### src/rtl/ram_access_ctrl_if.sv
// ---------------------------------------------------------------------------
// ram_access_ctrl_if : request/response bus between requester and controller
// Rev 1.0
// ---------------------------------------------------------------------------
`default_nettype none

interface ram_access_ctrl_if;
  logic       req_valid;
  logic       req_ready;
  logic       req_we;
  logic [1:0] req_addr;
  logic [7:0] req_wdata;
  logic       rsp_valid;
  logic [7:0] rsp_rdata;
  logic       rsp_err;

  modport master (
    output req_valid, req_we, req_addr, req_wdata,
    input  req_ready, rsp_valid, rsp_rdata, rsp_err
  );

  modport slave (
    input  req_valid, req_we, req_addr, req_wdata,
    output req_ready, rsp_valid, rsp_rdata, rsp_err
  );
endinterface

`default_nettype wire

### src/rtl/ram_access_ctrl.sv
// ---------------------------------------------------------------------------
// ram_access_ctrl : sequences timed write strobes and read waits to a 4-byte RAM
// Rev 1.0
// ---------------------------------------------------------------------------
`default_nettype none

module ram_access_ctrl #(
  parameter int WR_PULSE   = 2,
  parameter int RD_WAIT    = 2,
  parameter int CLR_CYCLES = 4
) (
  input  logic             clk,
  input  logic             clear,
  ram_access_ctrl_if.slave bus,
  output logic             ram_clear_n,
  output logic             ram_read,
  output logic [1:0]       ram_sel,
  output logic [7:0]       ram_wdata,
  input  logic [7:0]       ram_rdata
);

  localparam logic [3:0] c_wr_load  = 4'(WR_PULSE - 1);
  localparam logic [3:0] c_rd_load  = 4'(RD_WAIT - 1);
  localparam logic [3:0] c_clr_load = 4'(CLR_CYCLES - 1);

  typedef enum logic [2:0] {
    INIT   = 3'd0,
    IDLE   = 3'd1,
    WSET   = 3'd2,
    WPULSE = 3'd3,
    WHOLD  = 3'd4,
    RWAIT  = 3'd5
  } state_t;

  state_t     r_state;
  logic [3:0] r_cnt;
  logic [3:0] r_written;
  logic       r_ready;
  logic       r_rsp_valid;
  logic [7:0] r_rsp_rdata;
  logic       r_rsp_err;

  assign bus.req_ready = r_ready;
  assign bus.rsp_valid = r_rsp_valid;
  assign bus.rsp_rdata = r_rsp_rdata;
  assign bus.rsp_err   = r_rsp_err;

  // ram_sel doubles as the registered request address for both paths.
  always_ff @(posedge clk or posedge clear) begin
    if (clear) begin
      r_state     <= INIT;
      r_cnt       <= c_clr_load;
      r_written   <= 4'b0000;
      r_ready     <= 1'b0;
      r_rsp_valid <= 1'b0;
      r_rsp_rdata <= 8'h00;
      r_rsp_err   <= 1'b0;
      ram_clear_n <= 1'b0;
      ram_read    <= 1'b1;
      ram_sel     <= 2'b00;
      ram_wdata   <= 8'h00;
    end else begin
      r_rsp_valid <= 1'b0;
      case (r_state)
        INIT: begin
          if (r_cnt == 4'd0) begin
            r_state     <= IDLE;
            ram_clear_n <= 1'b1;
            r_ready     <= 1'b1;
          end else begin
            r_cnt <= r_cnt - 4'd1;
          end
        end
        IDLE: begin
          if (bus.req_valid && r_ready) begin
            r_ready <= 1'b0;
            ram_sel <= bus.req_addr;
            if (bus.req_we) begin
              ram_wdata <= bus.req_wdata;
              r_state   <= WSET;
            end else begin
              r_cnt   <= c_rd_load;
              r_state <= RWAIT;
            end
          end
        end
        WSET: begin
          ram_read <= 1'b0;
          r_cnt    <= c_wr_load;
          r_state  <= WPULSE;
        end
        WPULSE: begin
          if (r_cnt == 4'd0) begin
            ram_read           <= 1'b1;
            r_written[ram_sel] <= 1'b1;
            r_state            <= WHOLD;
          end else begin
            r_cnt <= r_cnt - 4'd1;
          end
        end
        WHOLD: begin
          r_rsp_valid <= 1'b1;
          r_rsp_rdata <= 8'h00;
          r_rsp_err   <= 1'b0;
          r_ready     <= 1'b1;
          r_state     <= IDLE;
        end
        RWAIT: begin
          if (r_cnt == 4'd0) begin
            r_rsp_valid <= 1'b1;
            r_rsp_rdata <= ram_rdata;
            r_rsp_err   <= ~r_written[ram_sel];
            r_ready     <= 1'b1;
            r_state     <= IDLE;
          end else begin
            r_cnt <= r_cnt - 4'd1;
          end
        end
        default: begin
          r_state     <= INIT;
          r_cnt       <= c_clr_load;
          r_ready     <= 1'b0;
          ram_clear_n <= 1'b0;
          ram_read    <= 1'b1;
        end
      endcase
    end
  end

endmodule

`default_nettype wire

### src/flat_wrapper.sv
// flat-port wrapper written by rule: the top's interface ports become plain ports
module ram_access_ctrl_flat 
#(
  parameter int WR_PULSE   = 2,
  parameter int RD_WAIT    = 2,
  parameter int CLR_CYCLES = 4
)
  (clk, clear, ram_clear_n, ram_read, ram_sel, ram_wdata, ram_rdata, bus_req_valid, bus_req_we, bus_req_addr, bus_req_wdata, bus_req_ready, bus_rsp_valid, bus_rsp_rdata, bus_rsp_err);
  ram_access_ctrl_if bus_i ();
  input  logic clk;
  input  logic clear;
  output logic ram_clear_n;
  output logic ram_read;
  output logic [1:0] ram_sel;
  output logic [7:0] ram_wdata;
  input  logic [7:0] ram_rdata;
  input wire logic [$bits(bus_i.req_valid)-1:0] bus_req_valid;
  input wire logic [$bits(bus_i.req_we)-1:0] bus_req_we;
  input wire logic [$bits(bus_i.req_addr)-1:0] bus_req_addr;
  input wire logic [$bits(bus_i.req_wdata)-1:0] bus_req_wdata;
  output wire logic [$bits(bus_i.req_ready)-1:0] bus_req_ready;
  output wire logic [$bits(bus_i.rsp_valid)-1:0] bus_rsp_valid;
  output wire logic [$bits(bus_i.rsp_rdata)-1:0] bus_rsp_rdata;
  output wire logic [$bits(bus_i.rsp_err)-1:0] bus_rsp_err;
  assign bus_i.req_valid = bus_req_valid;
  assign bus_i.req_we = bus_req_we;
  assign bus_i.req_addr = bus_req_addr;
  assign bus_i.req_wdata = bus_req_wdata;
  assign bus_req_ready = bus_i.req_ready;
  assign bus_rsp_valid = bus_i.rsp_valid;
  assign bus_rsp_rdata = bus_i.rsp_rdata;
  assign bus_rsp_err = bus_i.rsp_err;
  ram_access_ctrl #(.WR_PULSE(WR_PULSE), .RD_WAIT(RD_WAIT), .CLR_CYCLES(CLR_CYCLES)) u_core (.clk(clk), .clear(clear), .bus(bus_i), .ram_clear_n(ram_clear_n), .ram_read(ram_read), .ram_sel(ram_sel), .ram_wdata(ram_wdata), .ram_rdata(ram_rdata));
endmodule
### config.mk
export PLATFORM = sky130hd
export DESIGN_NAME = ram_access_ctrl_flat
export DESIGN_NICKNAME = d
export VERILOG_FILES = /design/src/rtl/ram_access_ctrl_if.sv /design/src/rtl/ram_access_ctrl.sv /design/src/flat_wrapper.sv
export SDC_FILE = /design/constraint.sdc
export NUM_CORES = 1
export LEC_CHECK = 0
export CAP_MARGIN = 5
export CORE_ASPECT_RATIO = 1.1
export CORE_MARGIN = 2
export CORE_UTILIZATION = 35
export CTS_CLUSTER_SIZE = 25
export DETAILED_ROUTE_END_ITERATION = 8
export SYNTH_ARGS = -nofsm -noshare
export SYNTH_HDL_FRONTEND = slang
export SYNTH_SLANG_ARGS = --single-unit
export TNS_END_PERCENT = 20
### constraint.sdc
create_clock -name clk -period 2.6 [get_ports clk]
set_input_delay 0.39 -clock clk [delete_from_list [all_inputs] [get_ports clk]]
set_output_delay 0.39 -clock clk [all_outputs]
set_load 0.02 [all_outputs]
==> impl_metrics.json, run 1 <==
{
  "status": "complete, no violations",
  "maxCapViolCount": 0,
  "grt_pass1_vias": 1178,
  "cp_max_fo": 19,
  "cts.clk_slew.worst_paths_ns": 0.07,
  "drc": 0,
  "syn_inst": 145,
  "synthesis.area_mm2": 0.00154,
  "overflow": 0,
  "fin_ws_ns": 0.549,
  "fin_area_mm2": 0.00211,
  "dp_slack_ns": 0.545,
  "regToRegSetupSlack_ns": 0.55,
  "postCtsSetupBuffers": 0,
  "synthesis.nets": 169,
  "hold_viol": 0,
  "fmax_mhz": 488,
  "drt_iter0_markers": 56,
  "hp-start": "u_core.r_written[3]",
  "synth_area_leaders": "dfrtp_1 (50%), mux2_2 (6.6%), nand2_1 (5.8%)",
  "p_leak_nw": 0.897,
  "antenna_cells": 0,
  "io_buffer_count": 44,
  "yosysTopAreaCellShare": 0.503,
  "antenna_found_initial": 0,
  "grt_pass1_wl_um": 5350,
  "final_antenna_net_count": 0,
  "critPathSlowestCell": "dfstp_2",
  "max_stage_delay_ns": 0.56,
  "finalSetupViolCount": 0,
  "fillCellCount": 403,
  "cts_tree": "built",
  "h-tree-depth": 2,
  "synth-edff-count": 0,
  "core_mm2": 0.00425,
  "clock_latency_ns": 0.28,
  "muxShareOfSynthArea": 0.0804,
  "synth_compound_area_frac": 0.162,
  "ctsResizeCount": 0,
  "nNetsFinal": 213,
  "dr.pass1.iters": 4,
  "synth.most_common_cell": "dfrtp_1",
  "synth-simple-area-share": 0.132,
  "slew_violations": 0,
  "multi_input_area_um2": 611,
  "arrival_ns": 2.23,
  "synthFlopType": "dfrtp_1",
  "min_period_over_period": 0.789,
  "fin_setup_tns_ns": 0,
  "finalCriticalPeriod_ns": 2.05,
  "die_x_um": 67.3,
  "grt.total_usage": 0.146,
  "synth_cell_types": 37,
  "endpoint_kind": "flip-flop",
  "max_slew.worst_pin.slew_ns": 0.611,
  "vdd_drop_max_v": 0.000546,
  "path_cells": "inv_1 > ha_1 > or3b_1 > a211o_1 > nor2_1 > a22o_1",
  "synth-async-reset-ratio": 1.00,
  "die_area_mm2": 0.00495,
  "crit_type": "flip-flop to flip-flop",
  "required_ns": 2.78,
  "start_util": 0.362,
  "fin_skew_ns": 0.00750,
  "register_area_um2": 855,
  "avgViaCountPerCell": 5.05,
  "hold_class": "flip-flop to flip-flop",
  "num_io_pins": 45,
  "placementRows": 25,
  "place_area_mm2": 0.00201,
  "r2r_start": "u_core.r_cnt[0]",
  "cellPowerDensity_mw_per_mm2": 1200,
  "yosysSeqAreaShare": 0.554,
  "yosys_warnings": 0,
  "synth-adder-area-share": 0.0162,
  "drive_gt1_frac": 0.132,
  "maxSlewHeadroom": 0.592,
  "clock-sinks": 34,
  "synth-xor-area-share": 0.00568,
  "syn_to_final_growth_pct": 36.6,
  "wl_per_cell_um": 13.6,
  "cts-buffers-inserted": 5,
  "gp_congestion": 0.779,
  "utilization": 0.495,
  "synth_seq_cells": 34,
  "cp-start-kind": "flip-flop",
  "synth_common_cells": "dfrtp_1 (31), nand2_1 (24), mux2_2 (9)",
  "rsz0062_at_grt": "no",
  "cp-startpoint": "u_core.r_cnt[0]",
  "holdWs_ns": 0.472,
  "drt_wl_total_um": 3320,
  "root_buffer": "clkbuf_8",
  "grt_max_degree": 35,
  "vias": 1232,
  "cts_buffer_depth": 2,
  "dieHeight_um": 73.6,
  "postCtsHoldBufs": 0,
  "synth_top_family_by_area": "compound AO/OA/AOI/OAI gates",
  "place_hpwl_um": 2460,
  "synth_area_per_cell_um2": 10.6,
  "yosysTopAreaCell": "dfrtp_1"
}
## cells in the final DEF, fill, tap and decap left out, drive strengths merged, types with 4 or more instances in the layout
cell type / instances
clkdlybuf4s50: 44
dfrtp: 31
clkbuf: 6
nor2: 5
a21oi: 6
nand2: 24
o21ai: 17
mux2: 9
a22o: 4
inv: 8
## area by class of cell
class | count | share of cell area
sequential | 34 | 0.406
multi-input combinational | 95 | 0.290
timing repair buffer | 45 | 0.213
clock buffer | 6 | 0.0392
tap | 54 | 0.0321
inverter | 8 | 0.0143
clock inverter | 2 | 0.00594
## stage by stage
stage | instances | total power, mW
after floorplan | 145 | 1.69
after global placement | 236 | 2.09
after detailed placement | 236 | 2.13
after CTS | 244 | 2.55
after global routing | 244 | 2.72
final | 244 | 2.52
## power by group
part | internal [mW] | switching [mW] | total [mW] | leakage, nW
clock | 0.213 | 0.191 | 0.404 | 0.0472
combinational | 0.571 | 0.583 | 1.15 | 0.419
sequential | 0.762 | 0.201 | 0.963 | 0.432
total | 1.55 | 0.975 | 2.52 | 0.897
## logic make-up (layout without fill, tap and decap cells)
kind of cell	after synthesis	after routing
muxes	10	10
adders and majority gates	2	2
DFF	34	34
buffers and inverters	16	61
and+or+nand+nor	43	43
AOI/OAI and AO/OA	39	39
xor gates and xnor gates	1	1
## sequential cells by signal (all words and copies together), names as in the netlist
name	flops
u_core.bus.req_ready	1
u_core.bus.rsp_err	1
u_core.bus.rsp_rdata	8
u_core.bus.rsp_valid	1
u_core.r_cnt	4
u_core.r_state	3
u_core.r_written	4
u_core.ram_clear_n	1
u_core.ram_read	1
u_core.ram_sel	2
u_core.ram_wdata	8
## worst max-delay path: cells and delay by family (launching register included)
kind	cells	cell delay (ns)
compound gates	2	0.72
simple gates	2	0.41
flops	1	0.56
buf+inv	1	0.06
fa+ha+maj	1	0.19
## final timing paths
check	end	depth (start not counted)
setup / recovery	u_core.bus.rsp_err	6
hold / removal	u_core.r_written[3]	1
setup reg to reg	u_core.bus.rsp_err	6
hold reg to reg	u_core.r_written[3]	1
max in group asynchronous	u_core.ram_read	3
min in group asynchronous	u_core.ram_wdata[2]	3
## layer usage
metal,vias up,global-route usage,routed length [um]
met5,-,0,0
met4,0,0.0567,53
met3,6,0.0551,192
met2,32,0.243,1660
met1,596,0.168,1410
li1,598,-,-
(Power assumes the default switching activity.)
==> run 2: changes to the inputs <==
clock period = 1.9 ns   (was 2.6 ns; I/O delays follow)
==> run 2 against run 1 <==
Combinational power is 54% higher. First-iteration DRC count up 23%. Clock skew down 0.0036 ns. Core utilization is 1.7 points higher. Power rose by 41%. Sequential power increased by 28%. Global-route usage rose by 0.40 points. Worst setup slack worse by 0.43 ns. Critical path type unchanged.
==> impl_metrics.json, run 2 (synthesis gave the netlist of run 1 again) <==
{
  "min_period_over_period": 0.937,
  "wl_per_cell_um": 12.9,
  "path_cells": "inv_1 > ha_1 > or3b_4 > a211o_1 > buf_6 > nand2_1 > o21ai_1",
  "drt_iter0_markers": 69,
  "comb_power_share": 0.498,
  "grt_pass1_vias": 1202,
  "postCtsSetupBuffers": 0,
  "status": "complete, no violations",
  "rr_endpoint": "u_core.bus.rsp_rdata[4]",
  "power.internal_mw": 2.21,
  "antenna_found_initial": 0,
  "endpoint_kind": "flip-flop",
  "r2r_start": "u_core.r_cnt[1]",
  "finalSetupViolCount": 0,
  "avgViaCountPerCell": 4.98,
  "cellPowerDensity_mw_per_mm2": 1630,
  "critPathCapture": "u_core.bus.rsp_rdata[4]",
  "die_x_um": 67.3,
  "finalCriticalPeriod_ns": 1.78,
  "cp_max_fo": 17,
  "antenna_cells": 0,
  "drive_gt1_frac": 0.177,
  "cts-buffers-inserted": 5,
  "max_stage_delay_ns": 0.40,
  "grt_max_degree": 35,
  "cts_tree": "built",
  "p_leak_nw": 0.941,
  "overflow": 0,
  "dieHeight_um": 73.6,
  "utilization": 0.512,
  "cts.clk_slew.worst_paths_ns": 0.07,
  "switchingPower_mw": 1.35,
  "max_slew.worst_pin.slew_ns": 0.415,
  "cp-startpoint": "u_core.r_cnt[1]",
  "arrival_ns": 1.95,
  "place_hpwl_um": 2440,
  "clock_latency_ns": 0.28,
  "slew_violations": 0,
  "clock-sinks": 34,
  "dr.pass1.iters": 4,
  "final_cell_mix": "clkdlybuf4s50_1 (44), dfrtp_1 (31), nand2_1 (24)",
  "fin_skew_ns": 0.00389,
  "reg2reg_depth": 7,
  "die_area_mm2": 0.00495,
  "grt.total_usage": 0.150,
  "final_common_cell": "clkdlybuf4s50_1",
  "h-tree-depth": 2,
  "crit_type": "flip-flop to flip-flop",
  "final_antenna_net_count": 0,
  "fmax_mhz": 562,
  "maxCapViolCount": 0,
  "cts_buffer_depth": 2,
  "fin_setup_tns_ns": 0,
  "num_io_pins": 45,
  "core_mm2": 0.00425,
  "required_ns": 2.07,
  "regToRegSetupSlack_ns": 0.12,
  "cp-start-kind": "flip-flop",
  "hold_class": "input port to asynchronous set/reset pin",
  "vias": 1256,
  "clockPowerShare": 0.154,
  "gp_congestion": 0.712,
  "syn_to_final_growth_pct": 41.2,
  "root_buffer": "clkbuf_8",
  "nNetsFinal": 221,
  "vdd_drop_max_v": 0.000609,
  "drt_wl_total_um": 3250,
  "start_util": 0.362,
  "grt_pass1_wl_um": 5520,
  "seqPwrFrac": 0.347,
  "swShare": 0.379,
  "drc": 0,
  "critPathSlowestCell": "or3b_4",
  "rsz0062_at_grt": "no",
  "maxSlewHeadroom": 0.724,
  "hold_viol": 0,
  "placementRows": 25,
  "io_buffer_count": 44
}
-- run 2: cell types whose count changed in the layout (fill, tap and decap cells not counted) --
cell	previous run	this run
nor3_2	0	1
buf_4	1	8
buf_6	0	1
nor3_1	2	1
or3b_4	0	1
or3b_1	1	0
-- run 2: timing repair --
action                                  in CTS  in global routing
endpoints found under the setup margin       0                  9
hold buffers                                 0                  0
gates resized for setup                      0                  3
-- run 2: through the flow --
stage                     hold WS [ns]  setup WS, ns  instances  power [mW]  area (um^2)
final                            0.394         0.120        252        3.55         2180
after global routing             0.438        0.0238        252        3.85         2180
after CTS                        0.404        0.0613        252        3.58         2170
after detailed placement         0.454        0.0815        244        3.01         2070
after global placement           0.445         0.109        244        2.95         2070
after floorplan                  0.402        0.0690        145        2.31         1540
-- run 2: worst min-delay path by stage --
stage,cells past startpoint,from,to,slack (ns)
after floorplan,2,bus_req_addr[1],u_core.ram_sel[1],0.40
after global placement,1,u_core.r_written[3],u_core.r_written[3],0.45
after detailed placement,1,u_core.r_written[3],u_core.r_written[3],0.45
after CTS,3,clear,u_core.ram_wdata[0],0.40
after global routing,3,clear,u_core.ram_wdata[0],0.44
final,3,clear,u_core.ram_wdata[0],0.39
-- run 2: worst max-delay path: cells and delay by family (launching register included) --
| kind | cells | cell delay [ns] |
|---|---|---|
| AO/OA/AOI/OAI | 2 | 0.37 |
| adder cells (fa/ha/maj) | 1 | 0.18 |
| buffers and inverters | 2 | 0.27 |
| flip-flops | 1 | 0.38 |
| AND/OR/NAND/NOR | 2 | 0.47 |
-- run 2: layer usage --
layer	global-route usage	part of all wire	up-vias
met3	0.0459	0.064	8
met5	0	0	-
met1	0.185	0.42	604
li1	-	-	611
met4	0.0612	0.020	0
met2	0.243	0.50	33
-- run 2: final cells by class --
class	instances	area (um^2)
fillers	394	2080
flip-flops and latches	34	855
multi-input cells	95	618
repair buffers	53	512
clock buffers	6	82.6
well taps	54	67.6
inverters	8	30.0
clock inverters	2	12.5
-- run 2: power by group through the flow --
stage,sequential [mW],combinational [mW],clock [mW]
finish,1.23,1.77,0.548
CTS,1.24,1.77,0.573
global placement,1.23,1.72,0
global route,1.28,1.96,0.609
detailed placement,1.25,1.76,0
floorplan,1.47,0.840,0
